$ cat src/rtl/mdr_mem_interface_pkg.sv
// Shared datapath definitions for the MDR/MAR memory interface: word width,
// parameter defaults and the access FSM state encoding.
package mdr_mem_interface_pkg;

    localparam int WORD_W      = 32;
    localparam int ADDR_W_DEF  = 9;
    localparam int TIMEOUT_DEF = 15;

    localparam int STATE_W = 2;

    localparam logic [STATE_W-1:0] ST_IDLE    = 2'd0;
    localparam logic [STATE_W-1:0] ST_RD_WAIT = 2'd1;
    localparam logic [STATE_W-1:0] ST_WR_WAIT = 2'd2;

endpackage

$ cat src/rtl/mdr_mem_interface_access_timer.sv
// Wait-cycle counter for one memory access. The counter sits at zero while no
// access is outstanding, so it is already clear on the first wait cycle, and it
// advances once per wait cycle that sees no acknowledge. expired flags the wait
// cycle in which the TIMEOUT-th un-acknowledged wait cycle is being spent.
module access_timer
    import mdr_mem_interface_pkg::*;
#(
    parameter int TIMEOUT = TIMEOUT_DEF
) (
    input  logic clk,
    input  logic clr,
    input  logic active,
    input  logic ack,
    output logic expired
);

    localparam int CNT_W = (TIMEOUT < 2) ? 1 : $clog2(TIMEOUT + 1);
    localparam logic [CNT_W-1:0] LAST = CNT_W'(TIMEOUT - 1);

    logic [CNT_W-1:0] wait_cnt;

    // Count un-acknowledged wait cycles; hold at zero outside an access.
    always_ff @(posedge clk) begin
        if (clr || !active) begin
            wait_cnt <= '0;
        end else if (!ack && !expired) begin
            wait_cnt <= wait_cnt + 1'b1;
        end
    end

    // Timeout is decided in the last allowed wait cycle if no ack arrives.
    always_comb begin
        expired = active && !ack && (wait_cnt == LAST);
    end

endmodule

$ cat src/rtl/mdr_mem_interface.sv
// Memory data register (MDR) and memory address register (MAR) with a small
// read/write handshake FSM toward memory. MDR loads either straight from the
// datapath bus or from memory read data; writes send MDR to address MAR.
// Memory handshake: mem_rd/mem_wr are request levels held for the whole wait
// state; an access completes on the first rising edge at which mem_ack is 1
// while the request is high, and is abandoned after TIMEOUT wait cycles.
// Outputs toward memory and the bus come straight from registers.
module mdr_mem_interface
    import mdr_mem_interface_pkg::*;
#(
    parameter int ADDR_W  = ADDR_W_DEF,
    parameter int TIMEOUT = TIMEOUT_DEF
) (
    input  logic                clk,
    input  logic                clr,
    input  logic [WORD_W-1:0]   bus_mux_out,
    input  logic                mar_in,
    input  logic                mdr_in,
    input  logic                read,
    input  logic                write_req,
    input  logic [WORD_W-1:0]   mem_data_in,
    input  logic                mem_ack,
    output logic [ADDR_W-1:0]   mem_addr,
    output logic [WORD_W-1:0]   mem_data_out,
    output logic                mem_rd,
    output logic                mem_wr,
    output logic [WORD_W-1:0]   mdr_out,
    output logic                busy,
    output logic                done,
    output logic                err,
    output logic [STATE_W-1:0]  state_dbg
);

    logic [STATE_W-1:0] state;
    logic [ADDR_W-1:0]  mar;
    logic [WORD_W-1:0]  mdr;
    logic               done_q;
    logic               err_q;
    logic               waiting;
    logic               timed_out;

    assign waiting = (state != ST_IDLE);

    access_timer #(
        .TIMEOUT (TIMEOUT)
    ) u_timer (
        .clk     (clk),
        .clr     (clr),
        .active  (waiting),
        .ack     (mem_ack),
        .expired (timed_out)
    );

    // Access FSM plus MAR/MDR registers and the done/err completion pulses.
    always_ff @(posedge clk) begin
        if (clr) begin
            state  <= ST_IDLE;
            mar    <= '0;
            mdr    <= '0;
            done_q <= 1'b0;
            err_q  <= 1'b0;
        end else begin
            done_q <= 1'b0;
            err_q  <= 1'b0;
            case (state)
                ST_IDLE: begin
                    if (mar_in) begin
                        mar <= bus_mux_out[ADDR_W-1:0];
                    end
                    // A read request beats a simultaneous write_req, which is dropped.
                    if (mdr_in && !read) begin
                        mdr    <= bus_mux_out;
                        done_q <= 1'b1;
                    end else if (mdr_in && read) begin
                        state <= ST_RD_WAIT;
                    end else if (write_req) begin
                        state <= ST_WR_WAIT;
                    end
                end
                ST_RD_WAIT: begin
                    if (mem_ack) begin
                        mdr    <= mem_data_in;
                        done_q <= 1'b1;
                        state  <= ST_IDLE;
                    end else if (timed_out) begin
                        err_q <= 1'b1;
                        state <= ST_IDLE;
                    end
                end
                ST_WR_WAIT: begin
                    if (mem_ack) begin
                        done_q <= 1'b1;
                        state  <= ST_IDLE;
                    end else if (timed_out) begin
                        err_q <= 1'b1;
                        state <= ST_IDLE;
                    end
                end
                default: begin
                    state <= ST_IDLE;
                end
            endcase
        end
    end

    // Register-driven outputs.
    always_comb begin
        mem_addr     = mar;
        mem_data_out = mdr;
        mdr_out      = mdr;
        mem_rd       = (state == ST_RD_WAIT);
        mem_wr       = (state == ST_WR_WAIT);
        busy         = waiting;
        done         = done_q;
        err          = err_q;
        state_dbg    = state;
    end

endmodule

$ cat config.mk
export PLATFORM = sky130hd
export DESIGN_NAME = mdr_mem_interface
export DESIGN_NICKNAME = d
export VERILOG_FILES = /design/src/rtl/mdr_mem_interface_pkg.sv /design/src/rtl/mdr_mem_interface_access_timer.sv /design/src/rtl/mdr_mem_interface.sv
export SDC_FILE = /design/constraint.sdc
export NUM_CORES = 1
export LEC_CHECK = 0
export ABC_AREA = 0
export CAP_MARGIN = 5
export CORE_MARGIN = 3
export CORE_UTILIZATION = 44
export CTS_BUF_LIST = sky130_fd_sc_hd__clkbuf_4
export DETAILED_ROUTE_END_ITERATION = 12
export GPL_TIMING_DRIVEN = 0
export PLACE_DENSITY = 0.95
export SETUP_SLACK_MARGIN = 0.2
export SLEW_MARGIN = 20
export SYNTH_ARGS = -nofsm -noshare
export SYNTH_HDL_FRONTEND = slang
export SYNTH_SLANG_ARGS = --single-unit
$ cat constraint.sdc
create_clock -name clk -period 2.75 [get_ports clk]
set_clock_uncertainty 0.05 [all_clocks]
set_input_delay 0.4125 -clock clk [delete_from_list [all_inputs] [get_ports clk]]
set_output_delay 0.4125 -clock clk [all_outputs]
set_load 0.005 [all_outputs]
# --- Yosys cells after proc, flatten, opt, wreduce, memory -nomap -nowiden ---
# Index checks and enable logic that the tools add are counted.
totals:
  reg_bits: 49
  inputBits: 71
  out_inout_bits: 80
  elab_cells: 47
classes:
  addsub: 1
  eq_ne: 8
  muxes: 13
  bitwise_logic: 1
  reduce_logical: 18
op_table:
  columns: ["cell", "n"]
  rows:
  - ["$mux W32", 2]
  - ["$pmux W32 S2", 1]
  - ["$mux W2", 5]
  - ["$ne A2 B2 Y1 const B", 3]
  - ["$reduce_and A3 Y1", 2]
  - ["$logic_and A1 B1 Y1", 5]
  - ["$add A4 B1 Y4 const B", 1]
  - ["$eq A4 B4 Y1 const B", 1]
  - ["$logic_not A1 Y1", 4]
  - ["$pmux W2 S2", 1]
  - ["$reduce_bool A2 Y1", 2]
  - ["$mux W1", 3]
  - ["$ne A3 B1 Y1 const B", 1]
  - ["$ne A3 B3 Y1 const B", 1]
  - ["$reduce_or A3 Y1", 1]
  - ["$eq A2 B1 Y1 const B", 1]
  - ["$eq A2 B2 Y1 const B", 1]
  - ["$logic_not A2 Y1", 1]
  - ["$pmux W1 S2", 1]
  - ["$reduce_and A2 Y1", 1]
  - ["$reduce_or A2 Y1", 1]
  - ["$logic_or A1 B1 Y1", 1]
  - ["$not A1 Y1", 1]

# --- Depth between registers and ports, before layout ---
# Gate-level depths: netlist (run 1).
depth:
  word_depth: 6
  mapped_depth: 7
  mapped_depth_nobuf: 5

# --- Hierarchy ---
# Synthesis (run 1) repeated with hierarchy kept, for this count alone.
unflattened:
  cells_unflattened: 303
  hier_area_um2: 2930.3
by_module_without_submodules:
  columns: ["module", "n_inst", "cells_each", "area_each_um2"]
  rows:
  - ["mdr_mem_interface", 1, 281, 2720.1]
  - ["access_timer", 1, 22, 210.2]

# --- Least setup slack after synthesis (run 1) ---
# Ideal clock, no wire load.
synth_path:
  path_type: "register -> register"
  startpoint: "register state[1], in the netlist state_dbg[1]"
  endpoint: "register mdr[10], in the netlist mdr_out[10]"
  setup_time_ns: 0.146
  t_arrival_ns: 1.556
  t_required_ns: 2.554
  slack_ns: 0.998
  path_stages_with_launch: 8
  n_path_buf: 2
  synth_period_minus_slack_ns: 1.752
  path_cell_list: "dfxtp_1 -> inv_1 -> ha_1 -> buf_4 -> buf_2 -> mux2_2 -> a211oi_1 -> a211oi_2"
synth_between:
  elab_chain_cells: 3
  elab_cells_between_ends: 7
  classes_between: "eq/ne (3); mux (1); reduce/logical (3)"
synth_rtl:
  columns: ["item", "line_no", "source"]
  rows:
  - ["from (decl)", "mdr_mem_interface.sv:34", "logic [STATE_W-1:0] state;"]
  - ["from (signal assigned)", "mdr_mem_interface.sv:57", "state <= ST_IDLE;"]
  - ["from (signal assigned)", "mdr_mem_interface.sv:75", "state <= ST_RD_WAIT;"]
  - ["from (signal assigned)", "mdr_mem_interface.sv:77", "state <= ST_WR_WAIT;"]
  - ["$eq A2 B1 Y1 (*)", null, null]
  - ["via mem_rd", "mdr_mem_interface.sv:25", "output logic mem_rd,"]
  - ["$ne A2 B2 Y1 (no source line) or $reduce_bool A2 Y1 (tied branches)", null, null]
  - ["$reduce_and A3 Y1 (no source line)", null, null]
  - ["to (signal assigned)", "mdr_mem_interface.sv:72", "mdr <= bus_mux_out;"]
  - ["to (signal assigned)", "mdr_mem_interface.sv:82", "mdr <= mem_data_in;"]
  - ["to (decl)", "mdr_mem_interface.sv:36", "logic [WORD_W-1:0] mdr;"]
# Mark *: on every way through the listed nets, which the timed path passes. The rest lies on a longest branch.
# A chain may end at the register's enable or synchronous reset.

# --- Worst setup path in the final report (run 1) ---
layout_path:
  startpoint: "register state[0], in the netlist state_dbg[0]"
  endpoint: "output busy"
layout_between:
  elab_chain_cells: 1
layout_rtl:
  columns: ["item", "line_no", "source"]
  rows:
  - ["$reduce_bool A2 Y1", "mdr_mem_interface.sv:42", "assign waiting = (state != ST_IDLE);"]
  - ["to (decl)", "mdr_mem_interface.sv:28", "output logic busy,"]
# No other way between the ends.

==> metrics.yaml, run 1 <==
clocking:
  cts_max_path_buffers: 2
  holdBufCountCts: 0
  post_cts_buffers: 0
  cts.sinks: 49
  root_buffer: "clkbuf_4"
  htreeDepth: 2
  worst_skew_pair.late_latency_ns: 0.37
  cts_tree: "yes"
  cts.clk_slew.worst_paths_ns: 0.16
  numCtsBuffers: 5
  cts_resized: 0
pwr:
  p_comb_share_pct: 41.6
  p_sw_uw: 703
  switching_share_pct: 29.1
  power_leakage_uw: 0.00172
  intPower_uw: 1710
  max-vdd-ir-drop_mv: 0.367
  power.total_uw: 2410
  power_density_nw_per_um2: 526
  p_seq_share_pct: 36.3
  power.share.clock_pct: 22.1
yosys:
  seq_area_frac_synth_pct: 33.8
  synth_area_sq_um: 2900
  synth_seq_cells: 49
  ys_warn_count: 0
  ys_async_sr_fraction_pct: 0
  postSynthAreaPerCell_sq_um: 9.39
  synth.largest_area_cell: "dfxtp_1"
  ys_types: 34
  synth_area_leaders: "dfxtp_1, a211oi_2, mux2_2"
  ys.flop_type: "dfxtp_1"
  netlist_instances: 309
  synthesis.nets: 386
  synth_top_area_share_pct: 33.8
  synth_edf_count: 0
timing:
  max_freq_mhz: 418
  grt_setup_unrepaired: "no"
  relSlewSlack_pct: 51.2
  finalCriticalPeriod_ns: 2.39
  setup_viol: 0
  fin_setup_tns_ns: 0
  worstMarginPinSlew_ns: 0.732
  maxSlewViolCount: 0
  hold_viol_final: 0
  fin_crit_sh_pct: 87.1
detailed_routing:
  postRouteAntennaNets: 0
  drc: 0
  via_per_inst: 5.22
  wl_per_cell_um: 15.8
  via_count: 2817
  totalWireLength_um: 8510
  drt_iter0_markers: 119
  drt_pass1_iterations: 4
floorplan:
  ios: 151
  num_rows: 28
  initial_core_util_pct: 47.1
  die_w_um: 87.2
  core_sq_um: 6170
  die_y_um: 87.2
  die_area_sq_um: 7610
setup_path:
  critical_path.cell_chain: "inv_1 > ha_1 > buf_2 > inv_2 > clkdlybuf4s50_1"
  worstPathMaxFanout: 10
  path_buf_inv: 4
  crit_slowest_cell: "clkdlybuf4s50_1"
  rrSetupSlack_ns: 0.74
  path_delay_family: "buffers and inverters"
  crit_path_max_incr_delay_ns: 0.50
  crit_path_start_kind: "register"
  r2r_cells: 7
  worstSetupPathType: "register to output pin"
  critPathRequiredTime_ns: 2.29
  cp.arrival_ns: 1.93
  crit_path_end_kind: "output pin"
  reg2reg_from: "state_dbg[1]$_SDFFE_PP0P_"
  reg2reg_to: "mdr_out[9]$_SDFFE_PP0P_"
finish:
  finalNonFillerCells: 540
  fin_area_sq_um: 4580
  multiInputGateArea_sq_um: 1420
  layout_commonest_cell: "clkdlybuf4s50_1"
  ff_latch_area_sq_um: 981
  final_layout_size_suffix_gt1_share_pct: 24.7
  layout_common_cells: "clkdlybuf4s50_1, dfxtp_1, inv_1, buf_4, a211oi_1"
  fillCellCount: 450
  antenna_cells: 0
  area_delta_synth_final_pct: 57.9
  layout.nets: 541
global_route:
  grt_max_degree: 17
  first_global_vias: 2842
  gr-total-overflow: 0
  grt_pass1_wl_um: 13700
  antenna_found_initial: 0
  grtUsageTotal_pct: 22.6
placed_design:
  dp_hpwl_um: 6780
  post_dp_cell_area_sq_um: 4480
  dp.cells: 532
  routabilityCongestion: 0.786
  io_buffers: 148
hold_path:
  worstHoldStart: "mar_in"
  hold_class: "input pin to register"
  whs_endpoint: "mem_addr[8]$_SDFFE_PP0P_"
  min_delay_path_depth: 3
outcome:
  outcome: "finished, final reports clean"
job:
  max_cap_violations: 0
==> kinds of logic after synthesis <==
kind of cell               count (synthesis)  share of synthesized area [%]
buffers and inverters                     95                           17.3
and+or+nand+nor                           39                           6.90
adders and majority gates                  6                           2.59
DFF                                       49                           33.8
AOI/OAI and AO/OA                         87                           26.5
muxes                                     33                           12.9
==> worst max path at each step <==
stage | start | to | slack [ns] | cells past startpoint
floorplan | state_dbg[1]$_SDFFE_PP0P_ | mdr_out[10]$_SDFFE_PP0P_ | 1.0 | 7
global placement | mem_ack | mdr_out[28]$_SDFFE_PP0P_ | 0.67 | 5
detailed placement | mem_ack | mdr_out[27]$_SDFFE_PP0P_ | 0.63 | 5
CTS | state_dbg[0]$_SDFFE_PP0P_ | busy | 0.34 | 5
global route | state_dbg[0]$_SDFFE_PP0P_ | busy | 0.21 | 5
finish | state_dbg[0]$_SDFFE_PP0P_ | busy | 0.36 | 5
==> Yosys cell counts (all sizes together) (2+ instances only) <==
master  number
a211oi      65
dfxtp       49
buf         46
inv         38
mux2        32
nand2       13
a21oi       12
nand3       12
clkbuf      11
ha           6
a21o         2
a31oi        2
nand2b       2
nor2b        2
nor3         2
or4          2
==> sequential cells by signal, indices dropped and copies added (netlist names) <==
name              flops
mdr_out              32
mem_addr              9
u_timer.wait_cnt      4
state_dbg             2
done                  1
err                   1
==> worst min-delay path, stage by stage <==
cell and delay, ns:
clkbuf_1 0.20, nand3_1 0.14, a21oi_1 0.05
==> cell type report <==
cell class	instances	share of cell area (%)
timing repair buffer	148	32.3
multi-input combinational	165	30.9
sequential	49	21.4
buffer	57	7.86
inverter	38	3.11
tap	75	2.05
clock inverter	3	1.50
clock buffer	5	0.819
==> power groups by stage <==
stage                     sequential, uW  clock (uW)  combinational [uW]
after detailed placement             892           0                1010
final                                876         533                1000
after global routing                 889         567                1080
after global placement               884           0                 979
after floorplan                      883           0                 488
after CTS                            876         536                1010
==> metal layers <==
metal	GRT usage [%]	share of wire (%)	vias up
li1	-	-	1373
met1	26.3	39	1304
met2	42.4	53	123
met3	3.69	7.0	17
met4	5.72	1.8	0
met5	0	0	-
==> through the flow <==
| step | utilization [%] | hold slack (ns) | setup slack, ns |
|---|---|---|---|
| after floorplan | - | 0.403 | 0.998 |
| after global placement | 72.6 | 0.391 | 0.665 |
| after detailed placement | 72.6 | 0.400 | 0.629 |
| after CTS | 74.4 | 0.407 | 0.343 |
| after global routing | 74.4 | 0.400 | 0.214 |
| final | 74.4 | 0.410 | 0.356 |
No activity file was read; power rests on OpenSTA's default activity.
==> inputs of run 2 (changes only) <==
RECOVER_POWER = 50   (was default)
==> run 2 against run 1 <==
Fmax hardly changed. Die area did not move. Clock-buffer cell count stayed put. Total power decreased by 1.9%. Worst setup slack got worse by 0.00072 ns. Global-route usage unchanged. Via count rose by 0.64%. First-iteration DRC count is 27% lower. Hold slack gained 0.0022 ns. Combinational power down 4%. Cell count unchanged. Utilization is 0.061 points lower. Largest power group unchanged.
==> metrics.yaml, run 2 (synthesis results as in run 1) <==
setup_path:
  crit_slowest_cell: "clkdlybuf4s50_1"  # unchanged
  path_buf_inv: 4  # unchanged
  cp.arrival_ns: 1.93  # about the same
  path_delay_family: "buffers and inverters"  # unchanged
  worstSetupPathType: "register to output pin"  # unchanged
  crit_path_start_kind: "register"  # unchanged
  rrSetupSlack_ns: 0.66  # was 0.74 ns
  critical_path.cell_chain: "inv_1 > ha_1 > buf_2 > inv_2 > clkdlybuf4s50_1"  # unchanged
  crit_path_end_kind: "output pin"  # unchanged
  crit_path_max_incr_delay_ns: 0.50  # about the same
  worstPathMaxFanout: 10  # unchanged
  critPathRequiredTime_ns: 2.29  # about the same
placed_design:
  pre_cts_ws_ns: 0.629  # unchanged
  routabilityCongestion: 0.786  # unchanged
  post_dp_cell_area_sq_um: 4480  # unchanged
  dp_hpwl_um: 6780  # unchanged
  io_buffers: 148  # unchanged
detailed_routing:
  wl_per_cell_um: 15.9  # was 15.8 um
  via_count: 2835  # was 2817
  totalWireLength_um: 8580  # was 8510 um
  drt_pass1_iterations: 7  # was 4
  drc: 0  # unchanged
  drt_iter0_markers: 87  # was 119
  via_per_inst: 5.25  # was 5.22
  postRouteAntennaNets: 0  # unchanged
pwr:
  p_comb_share_pct: 40.5  # was 41.6%
  switching_share_pct: 29.7  # was 29.1%
  max-vdd-ir-drop_mv: 0.355  # was 0.367 mV
  p_sw_uw: 702  # was 703 uW
  power_leakage_uw: 0.00186  # was 0.00172 uW
  p_seq_share_pct: 36.9  # was 36.3%
  power.total_uw: 2370  # was 2410 uW
  power_density_nw_per_um2: 517  # was 526 nW/um^2
  intPower_uw: 1660  # was 1710 uW
  power.share.clock_pct: 22.7  # was 22.1%
floorplan:
  ios: 151  # unchanged
  die_y_um: 87.2  # unchanged
  initial_core_util_pct: 47.1  # unchanged
  core_sq_um: 6170  # unchanged
  die_w_um: 87.2  # unchanged
  die_area_sq_um: 7610  # unchanged
  num_rows: 28  # unchanged
clocking:
  cts.sinks: 49  # unchanged
  worst_skew_pair.late_latency_ns: 0.37  # about the same
  cts_resized: 0  # unchanged
  post_cts_buffers: 0  # unchanged
  cts_tree: "yes"  # unchanged
  cts_max_path_buffers: 2  # unchanged
  holdBufCountCts: 0  # unchanged
  cts.clk_slew.worst_paths_ns: 0.16  # about the same
  numCtsBuffers: 5  # unchanged
  htreeDepth: 2  # unchanged
  root_buffer: "clkbuf_4"  # unchanged
timing:
  grt_setup_unrepaired: "no"  # unchanged
  setup_ws_ns: 0.355  # was 0.356 ns
  fin_crit_sh_pct: 87.1  # about the same
  maxSlewViolCount: 0  # unchanged
  fin_setup_tns_ns: 0  # unchanged
  relSlewSlack_pct: 51.6  # was 51.2%
  setup_viol: 0  # unchanged
  worstMarginPinSlew_ns: 0.725  # was 0.732 ns
  finalCriticalPeriod_ns: 2.39  # about the same
  max_freq_mhz: 418  # about the same
  hold_viol_final: 0  # unchanged
global_route:
  grt_pass1_wl_um: 13700  # unchanged
  gr-total-overflow: 0  # unchanged
  grtUsageTotal_pct: 22.6  # unchanged
  first_global_vias: 2842  # unchanged
  grt_max_degree: 17  # unchanged
  antenna_found_initial: 0  # unchanged
finish:
  layout_commonest_cell: "clkdlybuf4s50_1"  # unchanged
  fin_area_sq_um: 4580  # about the same
  final_layout_size_suffix_gt1_share_pct: 24.5  # was 24.7%
  layout_common_cells: "clkdlybuf4s50_1, dlygate4sd3_1, dfxtp_1, inv_1, buf_4"  # was clkdlybuf4s50_1, dfxtp_1, inv_1, buf_4, a211oi_1
  largest_reg_flops: 32  # unchanged
  layout.nets: 541  # unchanged
  antenna_cells: 0  # unchanged
  area_delta_synth_final_pct: 57.8  # was 57.9%
hold_path:
  hold_class: "input pin to register"  # unchanged
job:
  max_cap_violations: 0  # unchanged
outcome:
  outcome: "finished, final reports clean"  # unchanged
-- run 2: worst paths after layout --
kind | startpoint | to | depth (start not counted)
max | state_dbg[1]$_SDFFE_PP0P_ | busy | 5
min reg2reg | mem_addr[1]$_SDFFE_PP0P_ | mem_addr[1]$_SDFFE_PP0P_ | 2
max reg2reg | state_dbg[1]$_SDFFE_PP0P_ | mdr_out[11]$_SDFFE_PP0P_ | 7
min | mar_in | mem_addr[0]$_SDFFE_PP0P_ | 3
-- run 2: final cells by class --
cell class              instances  area, sq um
clock inverters                 3         68.8
inverters                      38          143
flip-flops and latches         49          981
well taps                      75         93.8
repair buffers                148         1480
fillers                       452         1590
clock buffers                   5         37.5
multi-input cells             165         1420
plain buffers                  57          360
-- run 2: through the flow --
stage / util (%) / instances / hold WS [ns]
3_5_place_dp: 72.6 / 532 / 0.400
5_1_grt: 74.3 / 540 / 0.400
6_report: 74.3 / 540 / 0.412
4_1_cts: 74.4 / 540 / 0.407
3_3_place_gp: 72.6 / 532 / 0.391
2_1_floorplan: - / 309 / 0.403
-- run 2: worst min-delay path: stages --
cell and delay [ns]:
clkbuf_1 0.20, nand3_1 0.14, a21oi_1 0.05
-- run 2: metal layers --
layer  wire length (um)  track usage, %  share of wire [%]  up-vias
li1                   -               -                  -     1371
met1               3240            26.3                 38     1325
met2               4570            42.4                 53      127
met3                652            3.69                7.6       12
met4                119            5.72                1.4        0
met5                  0               0                  0        -
-- run 2: power groups by stage --
stage | sequential [uW] | clock, uW | combinational (uW)
2_1_floorplan | 883 | 0 | 488
3_3_place_gp | 884 | 0 | 979
3_5_place_dp | 892 | 0 | 1010
4_1_cts | 876 | 536 | 1010
5_1_grt | 886 | 567 | 1040
6_report | 872 | 537 | 957
